$ cat src/rtl/serializador_pkg.sv
// Shared types and constants for the UART byte serializer.
// Macro SERIALIZADOR_PARIDAD_EN adds an even-parity bit between data and stop.
package serializador_pkg;

  localparam int unsigned ANCHO_DATO_FIJO = 8;

`ifdef SERIALIZADOR_PARIDAD_EN
  localparam int unsigned BITS_TRAMA = 11;
`else
  localparam int unsigned BITS_TRAMA = 10;
`endif

  localparam logic [2:0] ULTIMO_BIT = 3'd7;

  typedef enum logic [2:0] {
    StIdle    = 3'd0,
    StStart   = 3'd1,
    StData    = 3'd2,
    StParidad = 3'd3,
    StStop    = 3'd4
  } estado_t;

  function automatic logic paridad_par(input logic [ANCHO_DATO_FIJO-1:0] b);
    return ^b;
  endfunction

endpackage

$ cat src/rtl/serializador_fifo_bytes.sv
// Small byte FIFO with registered count and pointers; combinational head read.
module fifo_bytes #(
  parameter int unsigned FIFO_PROF  = 4,
  parameter int unsigned ANCHO_DATO = 8
) (
  input  logic                  clk,
  input  logic                  rst,
  input  logic                  push,
  input  logic                  pop,
  input  logic [ANCHO_DATO-1:0] din,
  output logic [ANCHO_DATO-1:0] dout,
  output logic                  lleno,
  output logic                  vacio
);

  localparam int unsigned AP = (FIFO_PROF > 1) ? $clog2(FIFO_PROF) : 1;

  logic [ANCHO_DATO-1:0] mem [FIFO_PROF];
  logic [AP-1:0]         wr_q, rd_q;
  logic [AP:0]           cnt_q;
  logic                  push_ok, pop_ok;

  assign lleno   = (cnt_q == (AP+1)'(FIFO_PROF));
  assign vacio   = (cnt_q == '0);
  assign push_ok = push && !lleno;
  assign pop_ok  = pop && !vacio;
  assign dout    = mem[rd_q];

  // Depth is a power of two, so pointer overflow is the modulo wrap.
  always_ff @(posedge clk) begin
    if (rst) begin
      wr_q  <= '0;
      rd_q  <= '0;
      cnt_q <= '0;
    end else begin
      if (push_ok) wr_q <= wr_q + AP'(1);
      if (pop_ok)  rd_q <= rd_q + AP'(1);
      case ({push_ok, pop_ok})
        2'b10:   cnt_q <= cnt_q + (AP+1)'(1);
        2'b01:   cnt_q <= cnt_q - (AP+1)'(1);
        default: cnt_q <= cnt_q;
      endcase
    end
  end

  always_ff @(posedge clk) begin
    if (!rst && push_ok) mem[wr_q] <= din;
  end

endmodule

$ cat src/rtl/serializador_uart.sv
// FIFO-buffered 8N1 UART transmitter, LSB first, registered tx idling high.
// Macro SERIALIZADOR_PARIDAD_EN inserts an even-parity bit (8E1 framing).
module serializador_uart
  import serializador_pkg::*;
#(
  parameter int unsigned CLKS_PER_BIT = 4,
  parameter int unsigned FIFO_PROF    = 4,
  parameter int unsigned ANCHO_DATO   = ANCHO_DATO_FIJO
) (
  input  logic                  clk,
  input  logic                  rst,
  input  logic [ANCHO_DATO-1:0] datoEntrada,
  input  logic                  valido,
  output logic                  listo,
  output logic                  tx,
  output logic                  ocupado,
  output logic                  vacio
);

  localparam int unsigned BW = (CLKS_PER_BIT > 1) ? $clog2(CLKS_PER_BIT) : 1;

  estado_t               estado_q, estado_d;
  logic [BW-1:0]         baud_q, baud_d;
  logic [2:0]            bit_q, bit_d;
  logic [ANCHO_DATO-1:0] shift_q, shift_d;
  logic                  tx_q, tx_d;
  logic                  push, pop, lleno, fifo_vacio, fin_bit;
  logic [ANCHO_DATO-1:0] cabeza;
`ifdef SERIALIZADOR_PARIDAD_EN
  logic                  par_q, par_d;
`endif

  fifo_bytes #(
    .FIFO_PROF  (FIFO_PROF),
    .ANCHO_DATO (ANCHO_DATO)
  ) u_fifo (
    .clk   (clk),
    .rst   (rst),
    .push  (push),
    .pop   (pop),
    .din   (datoEntrada),
    .dout  (cabeza),
    .lleno (lleno),
    .vacio (fifo_vacio)
  );

  assign listo   = !lleno;
  assign push    = valido && listo;
  assign vacio   = fifo_vacio;
  assign ocupado = (estado_q != StIdle);
  assign tx      = tx_q;
  assign fin_bit = (baud_q == BW'(CLKS_PER_BIT - 1));

  always_comb begin
    estado_d = estado_q;
    baud_d   = baud_q;
    bit_d    = bit_q;
    shift_d  = shift_q;
    pop      = 1'b0;
    tx_d     = 1'b1;
`ifdef SERIALIZADOR_PARIDAD_EN
    par_d    = par_q;
`endif

    case (estado_q)
      StIdle: begin
        baud_d = '0;
        bit_d  = '0;
        if (!fifo_vacio) begin
          pop      = 1'b1;
          shift_d  = cabeza;
`ifdef SERIALIZADOR_PARIDAD_EN
          par_d    = paridad_par(cabeza);
`endif
          estado_d = StStart;
        end
      end

      StStart: begin
        tx_d = 1'b0;
        if (fin_bit) begin
          baud_d   = '0;
          bit_d    = '0;
          estado_d = StData;
        end else begin
          baud_d = baud_q + BW'(1);
        end
      end

      StData: begin
        tx_d = shift_q[0];
        if (fin_bit) begin
          baud_d  = '0;
          shift_d = shift_q >> 1;
          if (bit_q == ULTIMO_BIT) begin
`ifdef SERIALIZADOR_PARIDAD_EN
            estado_d = StParidad;
`else
            estado_d = StStop;
`endif
          end else begin
            bit_d = bit_q + 3'd1;
          end
        end else begin
          baud_d = baud_q + BW'(1);
        end
      end

`ifdef SERIALIZADOR_PARIDAD_EN
      StParidad: begin
        tx_d = par_q;
        if (fin_bit) begin
          baud_d   = '0;
          estado_d = StStop;
        end else begin
          baud_d = baud_q + BW'(1);
        end
      end
`endif

      StStop: begin
        tx_d = 1'b1;
        if (fin_bit) begin
          baud_d = '0;
          bit_d  = '0;
          // Chain straight into the next start bit when more data is queued.
          if (!fifo_vacio) begin
            pop      = 1'b1;
            shift_d  = cabeza;
`ifdef SERIALIZADOR_PARIDAD_EN
            par_d    = paridad_par(cabeza);
`endif
            estado_d = StStart;
          end else begin
            estado_d = StIdle;
          end
        end else begin
          baud_d = baud_q + BW'(1);
        end
      end

      default: begin
        estado_d = StIdle;
        baud_d   = '0;
        bit_d    = '0;
      end
    endcase
  end

  // tx follows the state one cycle later, so every bit holds CLKS_PER_BIT cycles.
  always_ff @(posedge clk) begin
    if (rst) begin
      estado_q <= StIdle;
      baud_q   <= '0;
      bit_q    <= '0;
      shift_q  <= '0;
      tx_q     <= 1'b1;
`ifdef SERIALIZADOR_PARIDAD_EN
      par_q    <= 1'b0;
`endif
    end else begin
      estado_q <= estado_d;
      baud_q   <= baud_d;
      bit_q    <= bit_d;
      shift_q  <= shift_d;
      tx_q     <= tx_d;
`ifdef SERIALIZADOR_PARIDAD_EN
      par_q    <= par_d;
`endif
    end
  end

endmodule
$ cat config.mk
export PLATFORM = sky130hd
export DESIGN_NAME = serializador_uart
export DESIGN_NICKNAME = d
export VERILOG_FILES = /design/src/rtl/serializador_pkg.sv /design/src/rtl/serializador_fifo_bytes.sv /design/src/rtl/serializador_uart.sv
export SDC_FILE = /design/constraint.sdc
export NUM_CORES = 1
export LEC_CHECK = 0
export BUFFER_PORTS_ARGS = -buffer_cell sky130_fd_sc_hd__buf_4
export CAP_MARGIN = 15
export CORE_MARGIN = 5
export CORE_UTILIZATION = 36
export CTS_BUF_LIST = sky130_fd_sc_hd__clkbuf_8
export CTS_CLUSTER_SIZE = 12
export DETAILED_ROUTE_END_ITERATION = 8
export REMOVE_ABC_BUFFERS = 1
export SYNTH_ARGS = -nofsm -noshare
export SYNTH_HDL_FRONTEND = slang
export SYNTH_SLANG_ARGS = --single-unit
$ cat constraint.sdc
create_clock -name clk -period 2.55 [get_ports clk]
set_clock_uncertainty 0.05 [all_clocks]
set_input_delay 0.1275 -clock clk [delete_from_list [all_inputs] [get_ports clk]]
set_output_delay 0.1275 -clock clk [all_outputs]
set_load 0.02 [all_outputs]
Word level (Yosys, flattened, before mapping)
Memories as Yosys holds them, arrays and structs flattened. A register that Yosys moved wholly into a read port is not among the register bits. Index checks and enable logic that the tools add are counted.

Register bits after elaboration: 24. Memory bits (writable): 32. Bits of input ports: 11. Output and inout bits: 4. Word-level logic and storage cells: 73. Memories kept: 1.

Memory list: u_fifo.mem (words 4, width 8, rd ports 1, clocked after Yosys merged registers in 1, write ports 1, RTL line serializador_fifo_bytes.sv:18) `logic [ANCHO_DATO-1:0] mem [FIFO_PROF];`.

Add/sub/neg operators: 6. Equality and inequality tests: 15. Multiplexer cells: 24. Bitwise gates (word level): 1. Reduce and logical (&&, ||, !) cells: 18.

Operators with widths (number): 3-bit two-way mux (8); 8-bit two-way mux (3); 8-bit case mux with 3 select lines (1); 2-bit inequality test (second input constant) (6); 3-bit case mux with 2 select lines (2); 3-bit case mux with 4 select lines (1); 3-bit equality test (second input constant) (3); 2-bit by 1-bit adder with 2-bit output (second input constant) (3); 3-bit by 1-bit adder with 3-bit output (second input constant) (2); 3-bit zero test (2); 3-bit AND reduction (2); 3-bit nonzero test (2); 3-bit OR reduction (2); 1-bit two-way mux (5); 5-bit AND reduction (1); 2-bit equality test (second input constant) (2); 1-bit logical AND (4); 2-bit two-way mux (2); 1-bit case mux with 2 select lines (2); 3-bit by 1-bit equality test with 1-bit output (second input constant) (1); 3-bit by 2-bit equality test with 1-bit output (second input constant) (1); 1-bit zero test (3); 3-bit by 1-bit subtractor with 3-bit output (second input constant) (1); 2-bit by 1-bit equality test with 1-bit output (second input constant) (1); other kinds (4) (4).

Logic depth before layout (Yosys ltp)
Depth in word-level cells: 7. Gate-level depth with buffers: 9. Depth with buffers taken out: 9.

By module
Synthesis repeated with hierarchy kept, for this count alone.

Cells, all modules: 196. Area, all modules: 2523.7 sq um.

By module, submodules not included: fifo_bytes (instances 1, cells each 96, area each 1636.6 sq um, sequential area each 1141.1 sq um); serializador_uart (instances 1, cells each 100, area each 887.1 sq um, sequential area each 340.3 sq um).

Worst setup path after synthesis
Ideal clock, no wire load.

Path kind: register -> register. Start: register u_fifo.cnt_q[0]. End: register u_fifo.cnt_q[2]. Setup time: 0.071 ns. Data arrival time: 2.205 ns. Required time: 2.429 ns. Path slack: 0.224 ns. Stages on the path, launching flop included: 9. Buffers on the path: 0. Clock period less this slack: 2.326 ns. Cells stage by stage: dfxtp_1 > or3b_2 > nand2_1 > ha_1 > inv_1 > fa_1 > xor2_1 > or3_1 > a21oi_1.

Elaborated cells on any way between the ends: 16. Classes of those cells: 2 x add/sub; 3 x eq/ne; 4 x mux; 7 x reduce/logical.

RTL lines: from (decl) (RTL line serializador_fifo_bytes.sv:20) `logic [AP:0] cnt_q;`; from (signal assigned) (RTL line serializador_fifo_bytes.sv:39) `2'b10: cnt_q <= cnt_q + (AP+1)'(1);`; from (signal assigned) (RTL line serializador_fifo_bytes.sv:40) `2'b01: cnt_q <= cnt_q - (AP+1)'(1);`; from (signal assigned) (RTL line serializador_fifo_bytes.sv:41) `default: cnt_q <= cnt_q;`; 3-bit equality test * (RTL line serializador_fifo_bytes.sv:23) `assign lleno = (cnt_q == (AP+1)'(FIFO_PROF));`; 1-bit zero test * (RTL line serializador_uart.sv:47) `assign listo = !lleno;`; via listo (RTL line serializador_uart.sv:14) `output logic listo,`; 1-bit logical AND (RTL line serializador_uart.sv:48) `assign push = valido && listo;`; 1-bit logical AND * (RTL line serializador_fifo_bytes.sv:25) `assign push_ok = push && !lleno;`; 2-bit by 1-bit equality test with 1-bit output / 2-bit equality test (equally long branches) (RTL line serializador_fifo_bytes.sv:38) `case ({push_ok, pop_ok})`; 3-bit case mux with 2 select lines / 2-bit nonzero test (equally long branches).

The timed path passes the listed nets; every way through them passes the cells marked *. A chain may end at the register's enable or synchronous reset.

Final worst setup path
Start: register u_fifo.cnt_q[0]. End: register u_fifo.cnt_q[2].

Cells in the longest elaborated chain, start to end: 7. Elaborated cells on any way between the ends: 16. Classes of those cells: 2 x add/sub; 3 x eq/ne; 4 x mux; 7 x reduce/logical.

RTL lines: 3-bit zero test (RTL line serializador_fifo_bytes.sv:24) `assign vacio = (cnt_q == '0);`; 1-bit two-way mux (RTL line serializador_uart.sv:69, serializador_uart.sv:127); 1-bit two-way mux (RTL line serializador_uart.sv:123) `if (fin_bit) begin`; 1-bit case mux with 2 select lines (RTL line serializador_uart.sv:65) `case (estado_q)`; 1-bit logical AND (RTL line serializador_fifo_bytes.sv:26) `assign pop_ok = pop && !vacio;`; 2-bit by 1-bit equality test with 1-bit output / 2-bit equality test (equally long branches) (RTL line serializador_fifo_bytes.sv:38); 3-bit case mux with 2 select lines / 2-bit nonzero test (equally long branches).

Parallel ways exist; a longest one is shown, timed or not.

==> results.cfg <==
[cts]
h-tree-depth = 3
clockRootBuffer = clkbuf_8
numCtsBuffers = 9
cts-resized-gates = 0
clk_latency_ns = 0.33
clkSinkCount = 58
max-clock-path-buffers = 2
cts_setup_buffers = 0
hold_buffers = 8
path_clk_slew_ns = 0.07
cts_tree = yes

[sta]
fmax_mhz = 422.2
slew_viol_final = 0
tightest_slew_ns = 0.5248
rsz0062_at_grt = no
fin_crit_ns = 2.369
finalSetupViolCount = 0
tns_ns = 0
post-route-period-util = 0.9289
relSlewSlack = 0.6497
hold_violations = 0

[critical_path]
worstPathCellList = or3b_2, nand2_1, ha_1, inv_1, fa_1, xor2_1, or3_1, a21oi_1
r2r-start = u_fifo.cnt_q[0]$_SDFFE_PP0P_
crit_family = simple AND/OR/NAND/NOR gates
startpoint = u_fifo.cnt_q[0]$_SDFFE_PP0P_
crit_path_start_kind = register
critPathCapture = u_fifo.cnt_q[2]$_SDFFE_PP0P_
cp_max_fo = 4
path_buf_inv = 1
slowest_stage = or3b_2
reg2reg_to = u_fifo.cnt_q[2]$_SDFFE_PP0P_
worstPathArrival_ns = 2.58
path_class = reg2reg
critPathMaxStageDelay_ns = 0.51
end_kind = register
required_ns = 2.76
ff2ff_path_depth = 8
path_depth = 8
r2r_slack_ns = 0.18

[detailed_routing]
ant_nets = 0
vias_per_cell = 4.609
firstDrtPassIters = 4
vias = 1475
drc = 0
wl_per_cell_um = 13.74
drt_wl_total_mm = 4.397
drt-initial-drc-count = 50

[floorplan]
core_sq_um = 6869
die-width_um = 94.47
boundaryPins = 15
die_area_sq_um = 8925
rows = 30
die_h_um = 94.47
start_util = 0.3740

[grt]
grt_pass1_wl_mm = 7.314
grt_pass1_vias = 1461
grt_max_degree = 31
grt_remaining_overflow = 0
track_usage = 0.1098
antenna_found_initial = 0

[synth]
synth-async-reset-ratio = 0
yosysUniqueCellTypes = 46
syn_area_sq_um = 2569
synth-warning-count = 0
synth_seq_cells = 58
syn_area_per_cell_sq_um = 13.52
syn_inst = 190
yosys_most_used_dff = edfxtp_1
seq_area_frac_synth = 0.5767
synth_edf_count = 32

[placed_design]
placed_area_sq_um = 2783
io_buffers = 14
gp_congestion = 0.7510
hpwl_mm = 2.873

[layout]
drive_gt1_frac = 0.2589
diodes = 0
area_delta_synth_final_pct = 19.63
final_net_count = 239
fillCellCount = 615
post-route-cell-area_sq_um = 3073

[pwr]
leakage_nw = 1.074
p_per_area_nw_per_um2 = 1045
max-vdd-ir-drop_mv = 0.3880

[job]
maxCapViolCount = 0

[run_status]
outcome = completed

[hold_path]
hold_class = in2reg
## worst min path at each step
stage                   start                          end  cells after the start
6_report               valido  u_fifo.wr_q[1]$_SDFFE_PP0P_                      3
5_1_grt                valido  u_fifo.wr_q[1]$_SDFFE_PP0P_                      3
4_1_cts                valido  u_fifo.wr_q[1]$_SDFFE_PP0P_                      3
3_5_place_dp   datoEntrada[7]   u_fifo.mem[1][7]$_DFFE_PP_                      1
3_3_place_gp   datoEntrada[7]   u_fifo.mem[2][7]$_DFFE_PP_                      1
2_1_floorplan             rst      shift_q[0]$_SDFFE_PP0P_                      1
## stage by stage
stage          total power [mW]  hold slack, ns  instances  utilization  setup slack, ns
2_1_floorplan             2.060          0.1421        181            -           0.2252
3_3_place_gp              2.336          0.2813        296       0.4051           0.2587
3_5_place_dp              2.344          0.2841        296       0.4051           0.2199
4_1_cts                   3.263         0.02343        320       0.4474           0.1635
5_1_grt                   3.432         0.05248        320       0.4474          0.02659
6_report                  3.210         0.03437        320       0.4474           0.1814
## layout by cell type (no fill, tap or decap), types with 7 or more instances in the layout
cell            n
inv_1          18
ha_1            8
buf_4          19
dfxtp_1        26
nor2b_1         8
nor2_1         11
dlygate4sd3_1   8
edfxtp_1       32
mux4_2          8
clkbuf_8        9
a211oi_2        7
## report_power, final
part           switching, mW  total, mW  internal [mW]  leakage (nW)
clock                  0.356      0.895          0.539         0.105
sequential             0.125       1.28           1.15         0.504
combinational          0.513       1.04          0.525         0.465
## flip-flops by register name, indices dropped and copies added (netlist names), named ones only
signal	count
bit_q	3
tx	1
u_fifo.mem	32
shift_q	8
u_fifo.rd_q	2
estado_q	3
u_fifo.wr_q	2
baud_q	2
u_fifo.cnt_q	3
## area by class of cell
type                       count  area (sq um)  area share
clock buffer                   9         123.9     0.04031
clock inverter                 7         86.33     0.02809
timing repair buffer          27         222.7     0.07248
inverter                      17         63.81     0.02077
tap                           96         120.1     0.03909
multi-input combinational    106         974.7      0.3172
sequential                    58          1481      0.4821
## Yosys cell counts (4+ instances only)
| library cell | count | area (sq um) |
|---|---|---|
| a2111oi_1 | 4 | 40.04 |
| a211oi_2 | 7 | 87.58 |
| a21oi_1 | 4 | 20.02 |
| and2_1 | 4 | 25.02 |
| clkbuf_1 | 5 | 18.77 |
| dfxtp_1 | 26 | 520.5 |
| edfxtp_1 | 32 | 960.9 |
| ha_1 | 8 | 100.1 |
| inv_1 | 16 | 60.06 |
| mux4_2 | 8 | 180.2 |
| nand2_1 | 4 | 15.01 |
| nor2_1 | 11 | 41.29 |
| nor2b_1 | 8 | 50.05 |
| nor3_1 | 4 | 20.02 |
| o21ai_0 | 5 | 25.02 |
## worst min-delay path, stage by stage
cell and delay [ns]:
buf_4 0.11, nand3_1 0.07, a21oi_1 0.05
## logic make-up after synthesis
group | synth area share
and+or+nand+nor | 0.1257
xor gates and xnor gates | 0.01705
buffers and inverters | 0.04384
DFF | 0.5767
adders and majority gates | 0.04676
muxes | 0.07014
AOI/OAI and AO/OA | 0.1198
## per-layer routing
metal	wire length, um	vias to the layer above	track usage
met3	96	9	0.02869
met5	0	-	0
li1	-	760	-
met4	106	0	0.07212
met2	2076	18	0.1673
met1	2118	688	0.1374
No activity file was read; power rests on OpenSTA's default activity.
